**config.mk**
```make
export PLATFORM = sky130hd
export DESIGN_NAME = regfile_write_buffer
export DESIGN_NICKNAME = d
export VERILOG_FILES = /design/src/rtl/regfile_write_buffer.sv
export SDC_FILE = /design/constraint.sdc
export NUM_CORES = 1
export LEC_CHECK = 0
export BUFFER_PORTS_ARGS = -buffer_cell sky130_fd_sc_hd__buf_2
export CORE_ASPECT_RATIO = 1.1
export CORE_MARGIN = 1.5
export CORE_UTILIZATION = 40
export DETAILED_ROUTE_END_ITERATION = 7
export PLACE_DENSITY = 0.64
export REMOVE_ABC_BUFFERS = 1
export SLEW_MARGIN = 20
export SYNTH_ARGS = -nofsm -noshare
export SYNTH_HDL_FRONTEND = slang
export SYNTH_SLANG_ARGS = --single-unit
```
**constraint.sdc**
```tcl
create_clock -name clk -period 4.7 [get_ports clk]
set_clock_uncertainty 0.1 [all_clocks]
set_input_delay 0.47 -clock clk [delete_from_list [all_inputs] [get_ports clk]]
set_output_delay 0.47 -clock clk [all_outputs]
set_load 0.005 [all_outputs]
```
**src/rtl/regfile_write_buffer.sv**
```systemverilog
// ---------------------------------------------------------------------------
// regfile_write_buffer
//
// Circular FIFO that holds pending register file writes ({rd, data}).
// It drains its oldest entry into the register file whenever the write port
// is free. It also forwards the youngest pending value for two lookup
// indices, so that reads issued before the drain still see the new data.
//
// Parameters
//   n      : data width of each buffered write
//   DEPTH  : number of entries (2, 4 or 8)
//
// Ports
//   clk         in   rising-edge clock
//   rst         in   asynchronous active-low reset
//   in_valid    in   write request from the pipeline
//   in_ready    out  buffer can accept a request this cycle (not full)
//   in_rd       in   destination register index (x0 requests are dropped)
//   in_data     in   destination value
//   drain_en    in   register file write port is free this cycle
//   write       out  write strobe to the register file
//   write_reg   out  write index (head entry, 0 when idle)
//   write_data  out  write value (head entry, 0 when idle)
//   fwd_addr1/2 in   lookup indices
//   fwd_hit1/2  out  a pending entry matches the lookup index
//   fwd_data1/2 out  data of the youngest matching entry, 0 on miss
//   occupancy   out  number of valid entries
//
// Handshake: a request transfers on a rising edge where in_valid=1 and
// in_ready=1. in_ready depends only on the registered occupancy, so a pop
// in the same cycle never frees a slot for a request while the buffer is full.
// ---------------------------------------------------------------------------
module regfile_write_buffer #(
   parameter int n     = 32,
   parameter int DEPTH = 4
) (
   input  logic                       clk,
   input  logic                       rst,
   input  logic                       in_valid,
   output logic                       in_ready,
   input  logic [4:0]                 in_rd,
   input  logic [n-1:0]               in_data,
   input  logic                       drain_en,
   output logic                       write,
   output logic [4:0]                 write_reg,
   output logic [n-1:0]               write_data,
   input  logic [4:0]                 fwd_addr1,
   input  logic [4:0]                 fwd_addr2,
   output logic                       fwd_hit1,
   output logic                       fwd_hit2,
   output logic [n-1:0]               fwd_data1,
   output logic [n-1:0]               fwd_data2,
   output logic [$clog2(DEPTH):0]     occupancy
);

   localparam int PW = $clog2(DEPTH);
   localparam int OW = PW + 1;

   logic [PW-1:0] head_q, head_d;
   logic [PW-1:0] tail_q, tail_d;
   logic [OW-1:0] occ_q, occ_d;
   logic [4:0]    rd_q   [DEPTH];
   logic [n-1:0]  data_q [DEPTH];

   logic push;
   logic pop;

   assign in_ready  = (occ_q != OW'(DEPTH));
   assign write     = drain_en && (occ_q != '0);
   assign occupancy = occ_q;

   // Writes to x0 complete the handshake but are never stored.
   assign push = in_valid && in_ready && (in_rd != 5'd0);
   assign pop  = write;

   assign write_reg  = write ? rd_q[head_q]   : 5'd0;
   assign write_data = write ? data_q[head_q] : '0;

   always_comb begin
      head_d = head_q;
      tail_d = tail_q;
      occ_d  = occ_q;
      if (pop) begin
         head_d = head_q + PW'(1);
      end
      if (push) begin
         tail_d = tail_q + PW'(1);
      end
      case ({push, pop})
         2'b10:   occ_d = occ_q + OW'(1);
         2'b01:   occ_d = occ_q - OW'(1);
         default: occ_d = occ_q;
      endcase
   end

   always_ff @(posedge clk or negedge rst) begin
      if (!rst) begin
         head_q <= '0;
         tail_q <= '0;
         occ_q  <= '0;
      end else begin
         head_q <= head_d;
         tail_q <= tail_d;
         occ_q  <= occ_d;
      end
   end

   always_ff @(posedge clk or negedge rst) begin
      if (!rst) begin
         for (int i = 0; i < DEPTH; i++) begin
            rd_q[i]   <= 5'd0;
            data_q[i] <= '0;
         end
      end else if (push) begin
         rd_q[tail_q]   <= in_rd;
         data_q[tail_q] <= in_data;
      end
   end

   // Walk the valid entries from oldest (head) to youngest. A later match
   // overwrites an earlier one, so the youngest matching value wins. Only
   // stored entries are searched, so a request arriving this cycle is not
   // visible. The head stays valid until the edge that retires it, so it is
   // also visible during its own write cycle.
   always_comb begin
      fwd_hit1  = 1'b0;
      fwd_hit2  = 1'b0;
      fwd_data1 = '0;
      fwd_data2 = '0;
      for (int i = 0; i < DEPTH; i++) begin
         if (OW'(i) < occ_q) begin
            if ((fwd_addr1 != 5'd0) && (rd_q[head_q + PW'(i)] == fwd_addr1)) begin
               fwd_hit1  = 1'b1;
               fwd_data1 = data_q[head_q + PW'(i)];
            end
            if ((fwd_addr2 != 5'd0) && (rd_q[head_q + PW'(i)] == fwd_addr2)) begin
               fwd_hit2  = 1'b1;
               fwd_data2 = data_q[head_q + PW'(i)];
            end
         end
      end
   end

endmodule

```
Yosys cells after proc, flatten, opt, wreduce, memory -nomap -nowiden --
Index checks and enable logic that the tools add are counted.
Word-level totals: flip-flop bits (word level) 155, input bits 51, output and inout port bits 108, word-level logic and storage cells 125
Cells by class: add/sub/neg operators 6, magnitude comparators 10, equal/unequal tests 11, multiplexer cells 65, bitwise operators 5, reductions and logical operators 17
Operators by type and width (number):
- $mux 32 | 26
- $bmux 32 s2 | 4
- $bwmux 128 | 1
- $demux 32 s2 | 1
- $mux 5 | 10
- $bmux 5 s2 | 4
- $eq 5x5->1 | 8
- $bwmux 20 | 1
- $mux 1 | 16
- $ge 3x3->1 const B | 5
- $not 2->3 | 5
- $reduce_bool 5->1 | 3
- $logic_and 1x1->1 | 12
- $demux 5 s2 | 1
- $lt 1x3->1 const A | 2
- $lt 2x3->1 const A | 2
- $pmux 3 s2 | 1
- $add 2x1->2 const B | 2
- $add 2x2->2 const B | 2
- $add 3x1->3 const B | 1
- $lt 3x1->1 const B | 1
- $ne 3x3->1 const B | 1
- $reduce_bool 3->1 | 1
- $sub 3x1->3 const B | 1
- other kinds (3) | 3

Longest topological paths before layout --
Gate-level depths: netlist of run 1.
word-level depth 14, gate-level depth with buffers 12, mapped depth without buffers 10

Worst setup path after synthesis of run 1 --
OpenSTA, ideal clock, no wires.
path type register to output, from register head_q[0], to output fwd_data1[10], arrival time 2436 ps, data required time 4130 ps, slack 1694 ps, stages on the path, launching flop included 11, path buffers 4, path through dfrtp_1 buf_6 buf_6 mux4_2 xnor2_1 o211ai_1 or2_1 clkbuf_1 clkbuf_1 a31oi_1 a211oi_1
On the way: longest elaborated chain between the ends 14, elaborated cells between the ends (all ways) 47, classes of those cells add/sub: 3; eq/ne: 4; mux: 32; bitwise: 4; reduce/logical: 4
Ends and longest elaborated chain:
- start, declared | RTL line 59 | logic [PW-1:0] head_q, head_d;
- start signal, assigned | RTL line 98 | head_q <= '0;
- start signal, assigned | RTL line 102 | head_q <= head_d;
- branches (longest 13 deep; another with $add 2x1->2)
- $mux 32 (*) | RTL line 131 | if (OW'(i) < occ_q) begin
- end, declared | RTL line 51 | output logic [n-1:0] fwd_data1,
Mark *: on every way between the ends. The select of a mux whose other input is x is not followed.

Worst setup path in the final report of run 1 --
from register head_q[0], to output fwd_data1[14]
Same word-level chain as after synthesis.

==> results of run 1 <==
## critical path, stage by stage, from the launching register on
cell and delay [ns]:
dfrtp_4 0.62, buf_4 0.33, mux4_2 0.59, xnor2_1 0.20, nand4_2 0.22, nor2_4 0.65, buf_4 0.34, a31oi_1 0.10
a211oi_1 0.27, buf_2 0.15
## worst paths after layout
path                       slack [ns]       endpoint
max reg2reg                      1.92       rd_q[13]
max in group asynchronous        3.44     data_q[76]
min reg2reg                      0.43    data_q[125]
min                             -0.02     data_q[11]
max                              0.21  fwd_data1[14]
min in group clk                 0.20     data_q[70]
## metrics by stage
step	instances	setup WS [ns]	power, mW	instance area [sq um]
floorplan	1120	-4.16	8.12	11700
global placement	1721	0.775	9.92	13300
detailed placement	1721	0.698	10.1	13300
CTS	1752	0.251	11.5	13900
global route	1753	0.00115	12.4	13900
finish	1753	0.210	11.6	13900
## where the power goes
part	internal (mW)	leakage, nW	switching [mW]
Combinational	3.41	4.12	4.09
Clock	0.789	0.256	0.577
Sequential	2.04	1.84	0.649
Total	6.24	6.21	5.31
## area by class of cell
type | instances | area, sq um
Timing Repair Buffer | 187 | 1040
Multi-Input combinational cell | 926 | 7720
Clock buffer | 20 | 447
Fill cell | 2863 | 16400
Tap cell | 414 | 518
Antenna cell | 1 | 2.50
Inverter | 39 | 151
Clock inverter | 11 | 123
Sequential cell | 155 | 3890
## Yosys cell counts, types with 20 or more instances
library cell	number	area, sq um
a211oi_1	21	158
a21oi_1	67	335
a22o_1	31	272
a31oi_1	30	188
and3_1	31	194
buf_2	31	155
clkbuf_1	71	267
dfrtp_1	155	3880
inv_1	39	146
mux2_2	211	2380
mux2i_1	129	1290
mux4_2	20	450
nand2_1	44	165
nand3b_1	31	233
nor2_1	101	379
nor3_1	37	185
o21ai_0	35	175
o311ai_1	30	263
xnor2_1	34	298
## repair_timing
action,CTS,global route
setup endpoints to repair,0,1
hold buffers,0,0
buffers inserted,0,0
## layout by cell type (no fill, tap or decap), drive strengths merged, types with 3 or more instances in the layout
| cell | count |
|---|---|
| mux2 | 211 |
| buf | 187 |
| dfrtp | 155 |
| mux2i | 129 |
| nor2 | 103 |
| a21oi | 67 |
| nand2 | 44 |
| inv | 39 |
| nor3 | 37 |
| o21ai | 36 |
| xnor2 | 34 |
| a211oi | 33 |
| and3 | 31 |
| nand3b | 31 |
| a22o | 31 |
| o311ai | 31 |
| a31oi | 30 |
| mux4 | 20 |
| clkbuf | 20 |
| xor2 | 10 |
| ha | 9 |
| clkinvlp | 7 |
| nand4 | 7 |
| and2 | 7 |
| nand3 | 3 |
| nor4b | 3 |
## state kept, by name, summed over array words and instances, names as in the netlist
register and count:
tail_q 2, occupancy 3, rd_q 20, head_q 2
data_q 128
## per-layer routing
metal  GRT usage [%]  wire length, microns  part of all wire, %
met2            37.3                 17200                   46
met5               0                    37                 0.10
met1            31.2                 16300                   44
met4            9.67                  1160                  3.1
met3            4.96                  2410                  6.5
## cell families after synthesis
logic type               count (synthesis)
AND/OR/NAND/NOR                        276
XOR/XNOR                                44
AO/OA/AOI/OAI                          237
adder cells (fa/ha/maj)                  9
multiplexers                           360
flip-flops                             155
buffers and inverters                  156
==> impl_metrics.env, run 1 <==
export IMPL_worst_r2r_path_depth=9
export IMPL_gp_congestion=0.925
export IMPL_worstHoldPathType="in -> async"
export IMPL_min_period_ns=4.49
export IMPL_ant_nets=0
export IMPL_finalSetupViolations=0
export IMPL_grt_start_max_net_pins=116
export IMPL_setup_tns_ns=0
export IMPL_root_buffer="clkbuf_16"
export IMPL_num_rows=67
export IMPL_die_area_sq_um=31700
export IMPL_cp_data_arrival_time_ns=3.92
export IMPL_worstPathRequired_ns=4.13
export IMPL_drcViolationCount=0
export IMPL_wl_per_cell_microns=21.1
export IMPL_synth_top_family_by_area="multiplexers"
export IMPL_p_leak_nw=6.21
export IMPL_pin_count=159
export IMPL_grt_first_pass_wirelength_microns=58000
export IMPL_finalMaxSlewViolations=0
export IMPL_cts_tree="done"
export IMPL_status="complete, but fails checks"
export IMPL_syn_mean_instance_area_sq_um=9.90
export IMPL_die_width_microns=170
export IMPL_track_usage_pct=23.5
export IMPL_cap_violations=0
export IMPL_reg2reg_from="occupancy[1]"
export IMPL_grt_pass1_vias=10400
export IMPL_cts_sinks=155
export IMPL_synth_async_sr_flop_share_pct=100
export IMPL_max_freq_mhz=223
export IMPL_die_h_microns=186
export IMPL_antenna_found_initial=4
export IMPL_via_per_inst=5.93
export IMPL_slew_headroom_pct=38.0
export IMPL_crit_fanout=21
export IMPL_worstSetupEndpointType="output port"
export IMPL_synth_compound_area_share_pct=13.4
export IMPL_numPortBuffers=158
export IMPL_clk_latency_ns=0.44
export IMPL_crit_start="head_q[0]"
export IMPL_synthAdderAreaFrac_pct=0.920
export IMPL_synthMuxAreaShare_pct=33.6
export IMPL_core_sq_um=30300
export IMPL_drt_iter0_drc=817
export IMPL_synth_simple_gate_area_share_pct=11.6
export IMPL_hold_viol=20
export IMPL_synth_seq_area_share_pct=31.7
export IMPL_min_period_over_period_pct=95.5
export IMPL_hpwlAfterDp_microns=24200
export IMPL_gr_total_overflow=0
export IMPL_num_vias=10400
export IMPL_violations="hold timing"
export IMPL_tightest_slew_ns=0.930
export IMPL_powerDensity_nw_per_um2=832
export IMPL_fin_nets=1386
export IMPL_ir_worst_vdd_mv=0.485
export IMPL_drive_above_1_share_pct=35.9
export IMPL_dominantRegCellSynth="dfrtp_1"
export IMPL_rsz0062_at_grt="no"
export IMPL_synth_edf_count=0
export IMPL_syn_to_final_growth_pct=13.5
export IMPL_drt_pass1_iterations=5
export IMPL_synth_xor_area_share_pct=3.15
export IMPL_start_kind="flip-flop"
export IMPL_yosysWarningCount=0
export IMPL_cts_resized=0
export IMPL_synth_area_sq_um=12200
export IMPL_final_util_pct=45.9
export IMPL_clockBufferDepth=2
export IMPL_postSynthCellCount=1237
export IMPL_htree_levels=4
export IMPL_critPathKind="reg -> out"
export IMPL_path_clk_slew_ns=0.07
export IMPL_wl_microns=37100
export IMPL_hold_slack_ns=-0.0231
export IMPL_cts_made_buffers=17
export IMPL_ys_ff_latch=155
export IMPL_start_util_pct=40.5
export IMPL_synth_cell_type_count=51
(Power assumes the default switching activity.)
==> run 2: changes to the inputs <==
--- a/config.mk
+++ b/config.mk
@@ -9,6 +9,7 @@
 export CORE_ASPECT_RATIO = 1.1
 export CORE_MARGIN = 1.5
 export CORE_UTILIZATION = 40
+export CTS_BUF_LIST = sky130_fd_sc_hd__clkbuf_4
 export DETAILED_ROUTE_END_ITERATION = 7
 export PLACE_DENSITY = 0.64
 export REMOVE_ABC_BUFFERS = 1
==> constraint.sdc (replaced) <==
create_clock -name clk -period 4.75 [get_ports clk]
set_clock_uncertainty 0.1 [all_clocks]
set_input_delay 0.475 -clock clk [delete_from_list [all_inputs] [get_ports clk]]
set_output_delay 0.475 -clock clk [all_outputs]
set_load 0.005 [all_outputs]
==> impl_metrics.env, run 2 (synthesis results as in run 1) <==
export IMPL_status="finished, final reports clean"
export IMPL_drcViolationCount=0
export IMPL_start_kind="flip-flop"
export IMPL_pin_count=159
export IMPL_final_util_pct=45.3
export IMPL_gr_total_overflow=0
export IMPL_drt_pass1_iterations=6
export IMPL_path_clk_slew_ns=0.14
export IMPL_layout_setup_ws_ns=0.194
export IMPL_num_vias=10300
export IMPL_clockPowerShare_pct=9.3
export IMPL_slew_headroom_pct=37.8
export IMPL_largest_reg_flops=128
export IMPL_via_per_inst=5.87
export IMPL_worst_r2r_path_depth=9
export IMPL_critPathKind="reg -> out"
export IMPL_core_sq_um=30300
export IMPL_die_h_microns=186
export IMPL_worstSetupEndpointType="output port"
export IMPL_finalSetupViolations=0
export IMPL_p_leak_nw=6.16
export IMPL_p_sw_mw=5.18
export IMPL_layout_commonest_cell="mux2_2"
export IMPL_num_rows=67
export IMPL_setup_tns_ns=0
export IMPL_crit_cells=8
export IMPL_root_buffer="clkbuf_4"
export IMPL_clk_latency_ns=0.57
export IMPL_wl_microns=36500
export IMPL_hold_slack_ns=0.0636
export IMPL_start_util_pct=40.5
export IMPL_grt_first_pass_wirelength_microns=56600
export IMPL_min_period_over_period_pct=95.9
export IMPL_netSwitchingFraction_pct=46.7
export IMPL_cp_data_arrival_time_ns=3.98
export IMPL_cts_tree="done"
export IMPL_drt_iter0_drc=783
export IMPL_slowest_stage="mux4_2"
export IMPL_path_common_cell="a31oi_1"
export IMPL_htree_levels=4
export IMPL_pre_cts_slack_ns=0.685
export IMPL_cp_buffers_inverters=2
export IMPL_cap_violations=0
export IMPL_die_area_sq_um=31700
export IMPL_tightest_slew_ns=0.933
export IMPL_powerDensity_nw_per_um2=810
export IMPL_hold_depth=2
export IMPL_ir_worst_vdd_mv=0.503
export IMPL_syn_to_final_growth_pct=12.0
export IMPL_crit_fanout=19
export IMPL_critPathMaxStageDelay_ns=0.64
export IMPL_ant_nets=0
export IMPL_fillers=2913
export IMPL_cts_sinks=155
export IMPL_power_mw=11.1
export IMPL_cts_made_buffers=17
export IMPL_numPortBuffers=158
export IMPL_drive_above_1_share_pct=36.2
export IMPL_finalMaxSlewViolations=0
export IMPL_combPwrFrac_pct=67.0
export IMPL_hold_viol=0
export IMPL_cp_top_family="compound AO/OA/AOI/OAI gates"
export IMPL_rsz0062_at_grt="no"
export IMPL_antenna_found_initial=2
export IMPL_fin_nets=1389
export IMPL_worstHoldPathType="in -> reg"
export IMPL_gp_congestion=0.856
export IMPL_grt_start_max_net_pins=92
export IMPL_hpwlAfterDp_microns=24200
export IMPL_clockBufferDepth=2
export IMPL_wl_per_cell_microns=20.8
export IMPL_regMostFlops="data_q"
export IMPL_worstPathRequired_ns=4.18
export IMPL_grt_pass1_vias=10200
export IMPL_max_freq_mhz=219
export IMPL_track_usage_pct=22.9
export IMPL_cp_cell_sequence="mux4_2 -> a2111oi_2 -> a31oi_1 -> nor2_4 -> buf_4 -> a31oi_1 -> a211oi_1 -> buf_2"
export IMPL_die_width_microns=170
export IMPL_final_cell_mix="mux2_2 (211), buf_2 (157), dfrtp_1 (153), mux2i_1 (129), nor2_1 (101)"
export IMPL_pwr_share_seq_pct=23.7
export IMPL_p_int_mw=5.92
export IMPL_min_period_ns=4.56
## run 2: cell types whose count changed in the layout (fill, tap and decap cells not counted), sizes merged
cell,previous run,this run
buf,187,189
bufinv,2,6
clkbuf,20,17
clkinv,2,6
clkinvlp,7,0
diode,1,2
dlygate4sd3,0,1
inv,39,41
## run 2: timing repair
item	CTS	global route
endpoints found under the setup margin	0	23
gates resized for setup	0	1
buffers inserted	0	1
endpoints found under the hold margin	65	0
hold buffers	1	0
## run 2: power by group through the flow
stage / Sequential [mW] / Clock, mW / Combinational, mW
final: 2.63 / 1.03 / 7.44
after detailed placement: 2.67 / 0 / 7.31
after floorplan: 2.67 / 0 / 5.36
after global placement: 2.61 / 0 / 7.20
after CTS: 2.63 / 1.06 / 7.34
after global routing: 2.74 / 1.11 / 8.04
## run 2: final timing paths
check	start	to	slack [ns]
min reg2reg	data_q[107]	data_q[107]	0.44
min in group asynchronous	rst	data_q[9]	0.35
max reg2reg	occupancy[1]	data_q[60]	1.99
min	in_data[25]	data_q[57]	0.06
max	head_q[0]	fwd_data1[16]	0.19
max in group asynchronous	rst	data_q[115]	3.10
## run 2: final cells by class
cell class	count	area [sq um]	share of cell area, %
multi-input combinational	926	7730	56.4
clock buffer	17	128	0.931
tap	414	518	3.78
clock inverter	14	243	1.77
inverter	39	151	1.10
timing repair buffer	190	1050	7.64
sequential	155	3890	28.4
antenna	2	5.00	0.0365
## run 2: worst reg2reg max path, cell delays in order (launching register included)
cell and delay [ns]:
dfrtp_1 0.49, inv_1 0.14, ha_1 0.18, nand2_1 0.09
nand2_1 0.13, a21oi_1 0.06, buf_4 0.19, nand2_2 0.35
buf_4 0.53, mux2_2 0.40
## run 2: per-layer routing
layer  track usage [%]  vias to the layer above  part of all wire [%]
li1                  -                     4751                     -
met5                 0                        -                 0.027
met3              4.26                       57                   6.8
met1              30.2                     5071                    44
met4              7.05                        2                   1.8
met2              37.9                      431                    48
## run 2: per-stage QoR
stage	instance area (sq um)	std cells
floorplan	11700	1120
global placement	13300	1722
detailed placement	13300	1722
CTS	13700	1754
global route	13700	1757
finish	13700	1757
